==> src/rtl/voting_machine_param.sv <==
// Parametrised ballot machine: debounced candidate buttons, officer-armed
// single-vote ballots, saturating tallies, running total and leader/tie flags.
module voting_machine_param #(
    parameter int NUM_CAND     = 4,
    parameter int CNT_W        = 8,
    parameter int DEBOUNCE_CYC = 10,
    parameter int ACK_CYC      = 4,
    parameter int IDX_W        = $clog2(NUM_CAND),
    parameter int TOT_W        = CNT_W + $clog2(NUM_CAND)
) (
    input  logic                clock,
    input  logic                reset,
    input  logic                mode,
    input  logic                arm,
    input  logic [NUM_CAND-1:0] button,
    output logic [CNT_W-1:0]    led,
    output logic                vote_ack,
    output logic                spoiled,
    output logic                armed,
    output logic [TOT_W-1:0]    total,
    output logic [IDX_W-1:0]    leader,
    output logic                tie,
    output logic                saturated
);
    localparam int DC_W = $clog2(DEBOUNCE_CYC + 1);
    localparam int AC_W = $clog2(ACK_CYC + 1);
    localparam int PC_W = $clog2(NUM_CAND + 1);
    localparam logic [DC_W-1:0]  DC_MAX    = DC_W'(DEBOUNCE_CYC);
    localparam logic [AC_W-1:0]  AC_LAST   = AC_W'(ACK_CYC - 1);
    localparam logic [CNT_W-1:0] TALLY_MAX = '1;

    typedef enum logic [1:0] {IDLE, ARMED, ACK} state_t;

    logic [NUM_CAND-1:0][DC_W-1:0]  dcnt_q, dcnt_d;
    logic [NUM_CAND-1:0]            held, held_dly_q, press_q, press_d;
    logic [NUM_CAND-1:0][CNT_W-1:0] tally_q, tally_d;
    logic [TOT_W-1:0]               total_q, total_d;
    logic                           sat_q, sat_d;
    state_t                         state_q, state_d;
    logic [AC_W-1:0]                ack_cnt_q, ack_cnt_d;
    logic                           vote_ack_q, vote_ack_d;
    logic                           spoiled_q, spoiled_d;
    logic                           armed_q, armed_d;
    logic [CNT_W-1:0]               led_q, led_d;
    logic [IDX_W-1:0]               leader_q, leader_d;
    logic                           tie_q, tie_d;

    logic [PC_W-1:0]  press_cnt, held_cnt, max_cnt;
    logic [IDX_W-1:0] press_idx, held_idx;
    logic [CNT_W-1:0] max_v;

    // Debounce: saturating run-length counter; a press fires once when the
    // run first reaches DEBOUNCE_CYC, so a new press needs a release.
    always_comb begin
        held    = '0;
        dcnt_d  = '0;
        for (int i = 0; i < NUM_CAND; i++) begin
            held[i] = (dcnt_q[i] == DC_MAX);
            if (!button[i])
                dcnt_d[i] = '0;
            else if (held[i])
                dcnt_d[i] = DC_MAX;
            else
                dcnt_d[i] = dcnt_q[i] + 1'b1;
        end
        press_d = held & ~held_dly_q;
    end

    always_comb begin
        press_cnt = '0;
        press_idx = '0;
        held_cnt  = '0;
        held_idx  = '0;
        for (int i = 0; i < NUM_CAND; i++) begin
            if (press_q[i]) begin
                press_cnt = press_cnt + 1'b1;
                press_idx = IDX_W'(i);
            end
            if (held[i]) begin
                held_cnt = held_cnt + 1'b1;
                held_idx = IDX_W'(i);
            end
        end
    end

    // Leader scan: strict compare keeps the lowest index among equal maxima.
    always_comb begin
        max_v    = tally_q[0];
        leader_d = '0;
        max_cnt  = '0;
        for (int i = 1; i < NUM_CAND; i++) begin
            if (tally_q[i] > max_v) begin
                max_v    = tally_q[i];
                leader_d = IDX_W'(i);
            end
        end
        for (int i = 0; i < NUM_CAND; i++)
            if (tally_q[i] == max_v)
                max_cnt = max_cnt + 1'b1;
        tie_d = (max_cnt > PC_W'(1));
    end

    always_comb begin
        state_d    = state_q;
        ack_cnt_d  = ack_cnt_q;
        tally_d    = tally_q;
        total_d    = total_q;
        sat_d      = sat_q;
        vote_ack_d = 1'b0;
        spoiled_d  = 1'b0;
        case (state_q)
            IDLE: begin
                if (arm && !mode)
                    state_d = ARMED;
            end
            ARMED: begin
                // Cancellation wins over any press sampled in the same cycle.
                if (mode) begin
                    state_d = IDLE;
                end else if (press_cnt == PC_W'(1)) begin
                    vote_ack_d = 1'b1;
                    state_d    = ACK;
                    ack_cnt_d  = '0;
                    if (tally_q[press_idx] != TALLY_MAX) begin
                        tally_d[press_idx] = tally_q[press_idx] + 1'b1;
                        total_d            = total_q + 1'b1;
                    end else begin
                        sat_d = 1'b1;
                    end
                end else if (press_cnt > PC_W'(1)) begin
                    spoiled_d = 1'b1;
                    state_d   = IDLE;
                end
            end
            ACK: begin
                if (ack_cnt_q == AC_LAST)
                    state_d = IDLE;
                else
                    ack_cnt_d = ack_cnt_q + 1'b1;
            end
            default: state_d = IDLE;
        endcase
    end

    // led follows the next state so the display tracks the FSM cycle-for-cycle.
    always_comb begin
        armed_d = (state_d == ARMED);
        led_d   = '0;
        if (mode) begin
            if (held_cnt == PC_W'(1))
                led_d = tally_q[held_idx];
        end else begin
            case (state_d)
                ARMED:   led_d = CNT_W'(1);
                ACK:     led_d = '1;
                default: led_d = '0;
            endcase
        end
    end

    always_ff @(posedge clock) begin
        if (!reset) begin
            dcnt_q     <= '0;
            held_dly_q <= '0;
            press_q    <= '0;
            tally_q    <= '0;
            total_q    <= '0;
            sat_q      <= 1'b0;
            state_q    <= IDLE;
            ack_cnt_q  <= '0;
            vote_ack_q <= 1'b0;
            spoiled_q  <= 1'b0;
            armed_q    <= 1'b0;
            led_q      <= '0;
            leader_q   <= '0;
            tie_q      <= 1'b1;
        end else begin
            dcnt_q     <= dcnt_d;
            held_dly_q <= held;
            press_q    <= press_d;
            tally_q    <= tally_d;
            total_q    <= total_d;
            sat_q      <= sat_d;
            state_q    <= state_d;
            ack_cnt_q  <= ack_cnt_d;
            vote_ack_q <= vote_ack_d;
            spoiled_q  <= spoiled_d;
            armed_q    <= armed_d;
            led_q      <= led_d;
            leader_q   <= leader_d;
            tie_q      <= tie_d;
        end
    end

    assign led       = led_q;
    assign vote_ack  = vote_ack_q;
    assign spoiled   = spoiled_q;
    assign armed     = armed_q;
    assign total     = total_q;
    assign leader    = leader_q;
    assign tie       = tie_q;
    assign saturated = sat_q;

endmodule

==> config.mk <==
export PLATFORM = sky130hd
export DESIGN_NAME = voting_machine_param
export DESIGN_NICKNAME = d
export VERILOG_FILES = /design/src/rtl/voting_machine_param.sv
export SDC_FILE = /design/constraint.sdc
export NUM_CORES = 1
export LEC_CHECK = 0
export ABC_AREA = 1
export CAP_MARGIN = 0
export CELL_PAD_IN_SITES_DETAIL_PLACEMENT = 1
export CELL_PAD_IN_SITES_GLOBAL_PLACEMENT = 2
export CORE_UTILIZATION = 31
export CTS_CLUSTER_DIAMETER = 200
export DETAILED_ROUTE_END_ITERATION = 8
export PLACE_DENSITY_LB_ADDON = 0.1
export SYNTH_ARGS = -nofsm -noshare
export SYNTH_HDL_FRONTEND = slang
export SYNTH_SLANG_ARGS = --single-unit
==> constraint.sdc <==
create_clock -name clock -period 5.5 [get_ports clock]
set_clock_uncertainty 0.2 [all_clocks]
set_input_delay 0.825 -clock clock [delete_from_list [all_inputs] [get_ports clock]]
set_output_delay 0.825 -clock clock [all_outputs]
set_load 0.005 [all_outputs]
==> out/metrics.cfg, run 1 <==
[status]
status=finished with violations
failed_checks=negative setup slack

[yosys]
yosys.area_share.xor_xnor_pct=4.70
synthCells=813
synth_common_cells=172 x nand2_1, 86 x dfxtp_1, 85 x nand3_1, 83 x a21oi_1, 80 x inv_1
synthMuxAreaShare_pct=0
syn_avg_cell_area_um2=6.87
synth_most_common_cell=nand2_1
synth_compound_area_share_pct=16.6
yosysUniqueCellTypes=40
ys_seq_area_share_pct=30.8
ys_top_cells_by_area=dfxtp_1 31%, nand2_1 12%, ha_1 11%, nand3_1 7.6%, a21oi_1 7.4%
synth_top_area_share_pct=30.8
synthArstFlopShare_pct=0
netlist.top_cell.by_area=dfxtp_1
synth_area_um2=5590
synth-simple-area-share_pct=29.2
synth_seq_cells=86
synth-edff-count=0
yosysWarnings=0
syn_nets=868
synth_ff_type=dfxtp_1
synthAdderAreaFrac_pct=10.5
synth_top_family_by_area=simple AND/OR/NAND/NOR gates

[final_layout]
stdcell_count=1197
multiInputGateArea_um2=4260
fillerInstances=2123
nets=1022
finish.utilization_pct=47.6
diodes=0
stdcell_area_um2=8320
regArea_um2=1730
drive_gt1_share_pct=35.8
synthToLayoutAreaGrowth_pct=48.9

[drt]
vias=6196
drtPass1Iterations=4
routed_wl_um=22800
drcViolationCount=0
drt-initial-drc-count=245
routed_via_density=5.18
ant_nets=0
avgRoutedWirePerCell_um=19.0

[cts]
tritoncts=done
htreeDepth=3
cts_made_buffers=9
clk_path_buf_depth=2
cts.sinks=86
cts.clk_slew.worst_paths_ps=70
root_buffer=clkbuf_16
insertion_delay_ps=350

[worst_setup_path]
end_kind=flop
cp_slowest_cell=dfxtp_2
crit_arrival_ps=5650
timing.rr.end=tie
crit_path_max_fanout=7
cpPeakStageDelay_ps=340
crit_start=tally_q[1]
startpoint_type=flop
rr_startpoint=tally_q[1]
critPathCapture=tie
worstPathRequired_ps=5540
critPathKind=flop to flop
reg2reg_slack_ps=-120
ff2ff_path_depth=44

[floorplanning]
ios=33
initial_utilization_pct=32.0
dieArea_um2=18600
rows=48
die_h_um=136
die_x_um=136
core_um2=17500

[run]
drv_cap=0

[timing]
period_needed_ps=5620
maxSlewViolCount=0
max_slew_margin_pct=34.7
tightest_slew_ps=977
finalSetupViolCount=1
timing.final.ws_setup_ps=-118
finalCritPeriodShare_pct=102
rsz0062_at_grt=yes
fmax_mhz=178
hold-worst-slack_ps=196
finalHoldViolCount=0

[power_and_ir_drop]
p_total_w=0.00125
power.density_nw_per_um2=150
p_leak_nw=3.54
vdd_drop_max_mv=0.170

[grt]
overflow=0
grt_max_degree=53
antenna_found_initial=0
grt_pass1_wl_um=34300
grt_pass1_vias=6312
grtUsageTotal_pct=24.7

[placed_design]
gp_congestion=0.938
dpl_cell_area_um2=6720
dpl.hpwl_um=16700
port_buffers=32
place_inst=1132

[worst_hold_path]
min_path_type=flop to flop

==> state kept, by name (all words and copies together), names as in the netlist <==
name	cells
tally_q	32
armed	1
vote_ack	1
state_q	2
spoiled	1
total	10
leader	2
press_q	4
dcnt_q	16
led	8
saturated	1
held_dly_q	4
ack_cnt_q	3
tie	1
==> cell usage in the layout (no fill, tap or decap), types with 32 or more instances in the layout <==
cell type and count:
dfxtp_1 78, a21oi_1 70, nand2_1 111, buf_4 120
inv_1 58, nand2_2 37, o21ai_0 43, nand3_1 62
nor2_1 47, clkdlybuf4s50_1 32
==> routing by layer <==
metal / vias to the layer above / GRT usage (%) / share of wire, %
met5: - / 0 / 0
met4: 0 / 8.64 / 2.5
met3: 35 / 4.47 / 4.5
met2: 96 / 41.3 / 49
met1: 3029 / 31.6 / 44
li1: 3036 / - / -
==> critical path, delay by kind of cell (launching register included) <==
kind            cells  cell delay (ps)
xor+xnor            1              150
buf+inv            13             1240
simple gates       24             2220
flops               1              340
compound gates      1              150
fa+ha+maj           5             1180
==> layout make-up <==
| type | count | area share (%) |
|---|---|---|
| multi-input combinational | 613 | 51.2 |
| inverter | 90 | 4.23 |
| sequential | 86 | 20.8 |
| tap | 225 | 3.38 |
| clock buffer | 9 | 2.71 |
| timing repair buffer | 167 | 17.0 |
| clock inverter | 7 | 0.662 |
==> cells by family after synthesis <==
family	after synthesis
DFF	86
adders and majority gates	47
AOI/OAI and AO/OA	170
buffers and inverters	114
xor gates and xnor gates	30
and+or+nand+nor	366
==> through the flow <==
stage                     setup TNS [ps]  worst slack [ps]
after detailed placement            -690              -690
after CTS                          -38.8             -38.8
after global routing                -442              -442
after global placement              -426              -426
after floorplan                        0              9.46
final                               -118              -118
==> worst min-delay path by stage <==
stage / cells past startpoint / from / to / slack, ps
floorplan: 1 / held_dly_q[0] / press_q[0] / 180
global placement: 1 / held_dly_q[3] / press_q[3] / 180
detailed placement: 1 / held_dly_q[1] / press_q[1] / 190
CTS: 1 / held_dly_q[1] / press_q[1] / 190
global route: 1 / held_dly_q[3] / press_q[3] / 200
finish: 1 / held_dly_q[1] / press_q[1] / 200
==> report_power, final <==
part / switching (W) / internal, W
combinational: 0.0000199 / 0.0000122
clock: 0.000275 / 0.000312
sequential: 0.00000328 / 0.000626
total: 0.000298 / 0.000950
==> timing repair <==
action | in CTS | in global routing
hold buffers | 0 | 0
cloned | 2 | 0
buffers inserted | 29 | 20
endpoints found under the setup margin | 1 | 1
pin swaps | 52 | 53
gates resized for setup | 151 | 77
Power figures use the tool's default switching activity.
==> run 2: changes to the inputs <==
- CORE_ASPECT_RATIO: not set -> 0.7
- PLACE_DENSITY_LB_ADDON: 0.1 -> 0.25
==> out/metrics.cfg, run 2 (synthesis results as in run 1) <==
[final_layout]
largest_reg_flops=32
final_common_cell=nand2_1
nets=1008
final_cell_mix=118 x nand2_1, 105 x buf_4, 77 x dfxtp_1
stdcell_area_um2=8350
regMostFlops=tally_q
fillerInstances=2119
drive_gt1_share_pct=34.0
synthToLayoutAreaGrowth_pct=49.5
diodes=0

[timing]
tightest_slew_ps=928
period_needed_ps=5830
max_slew_margin_pct=37.9
timing.final.ws_setup_ps=-329
fmax_mhz=172
finalSetupViolCount=1
finalHoldViolCount=0
finalCritPeriodShare_pct=106
rsz0062_at_grt=yes
maxSlewViolCount=0

[cts]
tritoncts=done
clk_path_buf_depth=2
insertion_delay_ps=360
hold_buffers=0
cts_made_buffers=9
cts.clk_slew.worst_paths_ps=80
root_buffer=clkbuf_16
htreeDepth=3
cts.sinks=86

[worst_setup_path]
startpoint_type=flop
cpPeakStageDelay_ps=350
path_buf_inv=10
critPathKind=flop to flop
cp_top_family=simple AND/OR/NAND/NOR gates
end_kind=flop
crit_path_max_fanout=8
crit_arrival_ps=5880
worstPathRequired_ps=5550
cp_slowest_cell=dfxtp_2
cp_common_cell=nand2_4

[floorplanning]
initial_utilization_pct=32.2
ios=33
rows=40
core_um2=17400
die_x_um=162
dieArea_um2=18600
die_h_um=114

[status]
status=finished with violations
failed_checks=negative setup slack

[placed_design]
port_buffers=32
gp_congestion=0.900
place_ws_ps=-1120
dpl.hpwl_um=16600
dpl_cell_area_um2=6780

[worst_hold_path]
min_path_type=flop to flop

[drt]
drcViolationCount=0
drtPass1Iterations=5
routed_via_density=5.32
vias=6330
ant_nets=0
avgRoutedWirePerCell_um=19.5
drt-initial-drc-count=370
routed_wl_um=23200

[power_and_ir_drop]
p_total_w=0.00136
vdd_drop_max_mv=0.163
power.density_nw_per_um2=162
p_leak_nw=3.49

[grt]
grtUsageTotal_pct=24.9
antenna_found_initial=0
grt_pass1_vias=6353
overflow=0
grt_pass1_wl_um=35200
grt_max_degree=53

[run]
drv_cap=0

run 2: cell count changes in the layout (fill, tap and decap cells not counted), moves of 3 or more:
cell     delta
buf_4      -15
nand2_2    -10
nand2_1     +7
buf_12      +4
inv_1       +4
a21oi_2     -3
a21oi_4     +3
buf_8       -3
inv_2       -3
nand2_4     +3
nor2_2      -3
nor2_4      +3
run 2: final cells by class:
type | count | area, um^2 | area share [%]
timing repair inverter | 1 | 7.51 | 0.0899
sequential | 86 | 1730 | 20.8
multi-input combinational | 613 | 4320 | 51.7
inverter | 90 | 349 | 4.18
timing repair buffer | 152 | 1330 | 15.9
clock inverter | 7 | 105 | 1.26
tap | 231 | 289 | 3.46
clock buffer | 9 | 225 | 2.70
run 2: timing repair:
action                     CTS  global route
hold endpoints to repair     0             0
setup buffers               15            17
gates cloned                 3             0
resized for setup          127           105
setup endpoints to repair    1             1
pin swaps                   48            84
run 2: worst paths after layout:
path	from	endpoint	slack [ps]	cells after the start
max	tally_q[5]	tie	-330	42
min	held_dly_q[3]	press_q[3]	190	1
max reg2reg	tally_q[5]	tie	-330	42
min reg2reg	held_dly_q[3]	press_q[3]	190	1
run 2: worst reg2reg max path, delay by kind of cell (launching register included):
kind / cells / cell delay (ps)
AOI/OAI and AO/OA: 2 / 260
xor gates and xnor gates: 2 / 340
adders and majority gates: 5 / 1190
buffers and inverters: 10 / 1090
DFF: 1 / 350
and+or+nand+nor: 23 / 2290
run 2: routing by layer:
metal / up-vias / global-route usage, % / share of wire (%)
li1: 3006 / - / -
met5: - / 0 / 0
met3: 24 / 4.49 / 4.9
met1: 3142 / 35.3 / 48
met2: 158 / 39.3 / 46
met4: 0 / 4.65 / 1.2
run 2: where the power goes:
group          total (W)  internal [W]  switching [W]
Sequential      0.000629      0.000626     0.00000314
Combinational  0.0000332     0.0000125      0.0000207
Clock           0.000694      0.000406       0.000288
run 2: through the flow:
step | setup TNS, ps | hold slack (ps) | util [%] | instances
2_1_floorplan | 0 | 176 | - | 813
3_3_place_gp | -987 | 180 | 39.0 | 1143
3_5_place_dp | -1120 | 186 | 39.0 | 1143
4_1_cts | -188 | 195 | 45.1 | 1176
5_1_grt | -558 | 203 | 48.1 | 1189
6_report | -329 | 191 | 48.1 | 1189
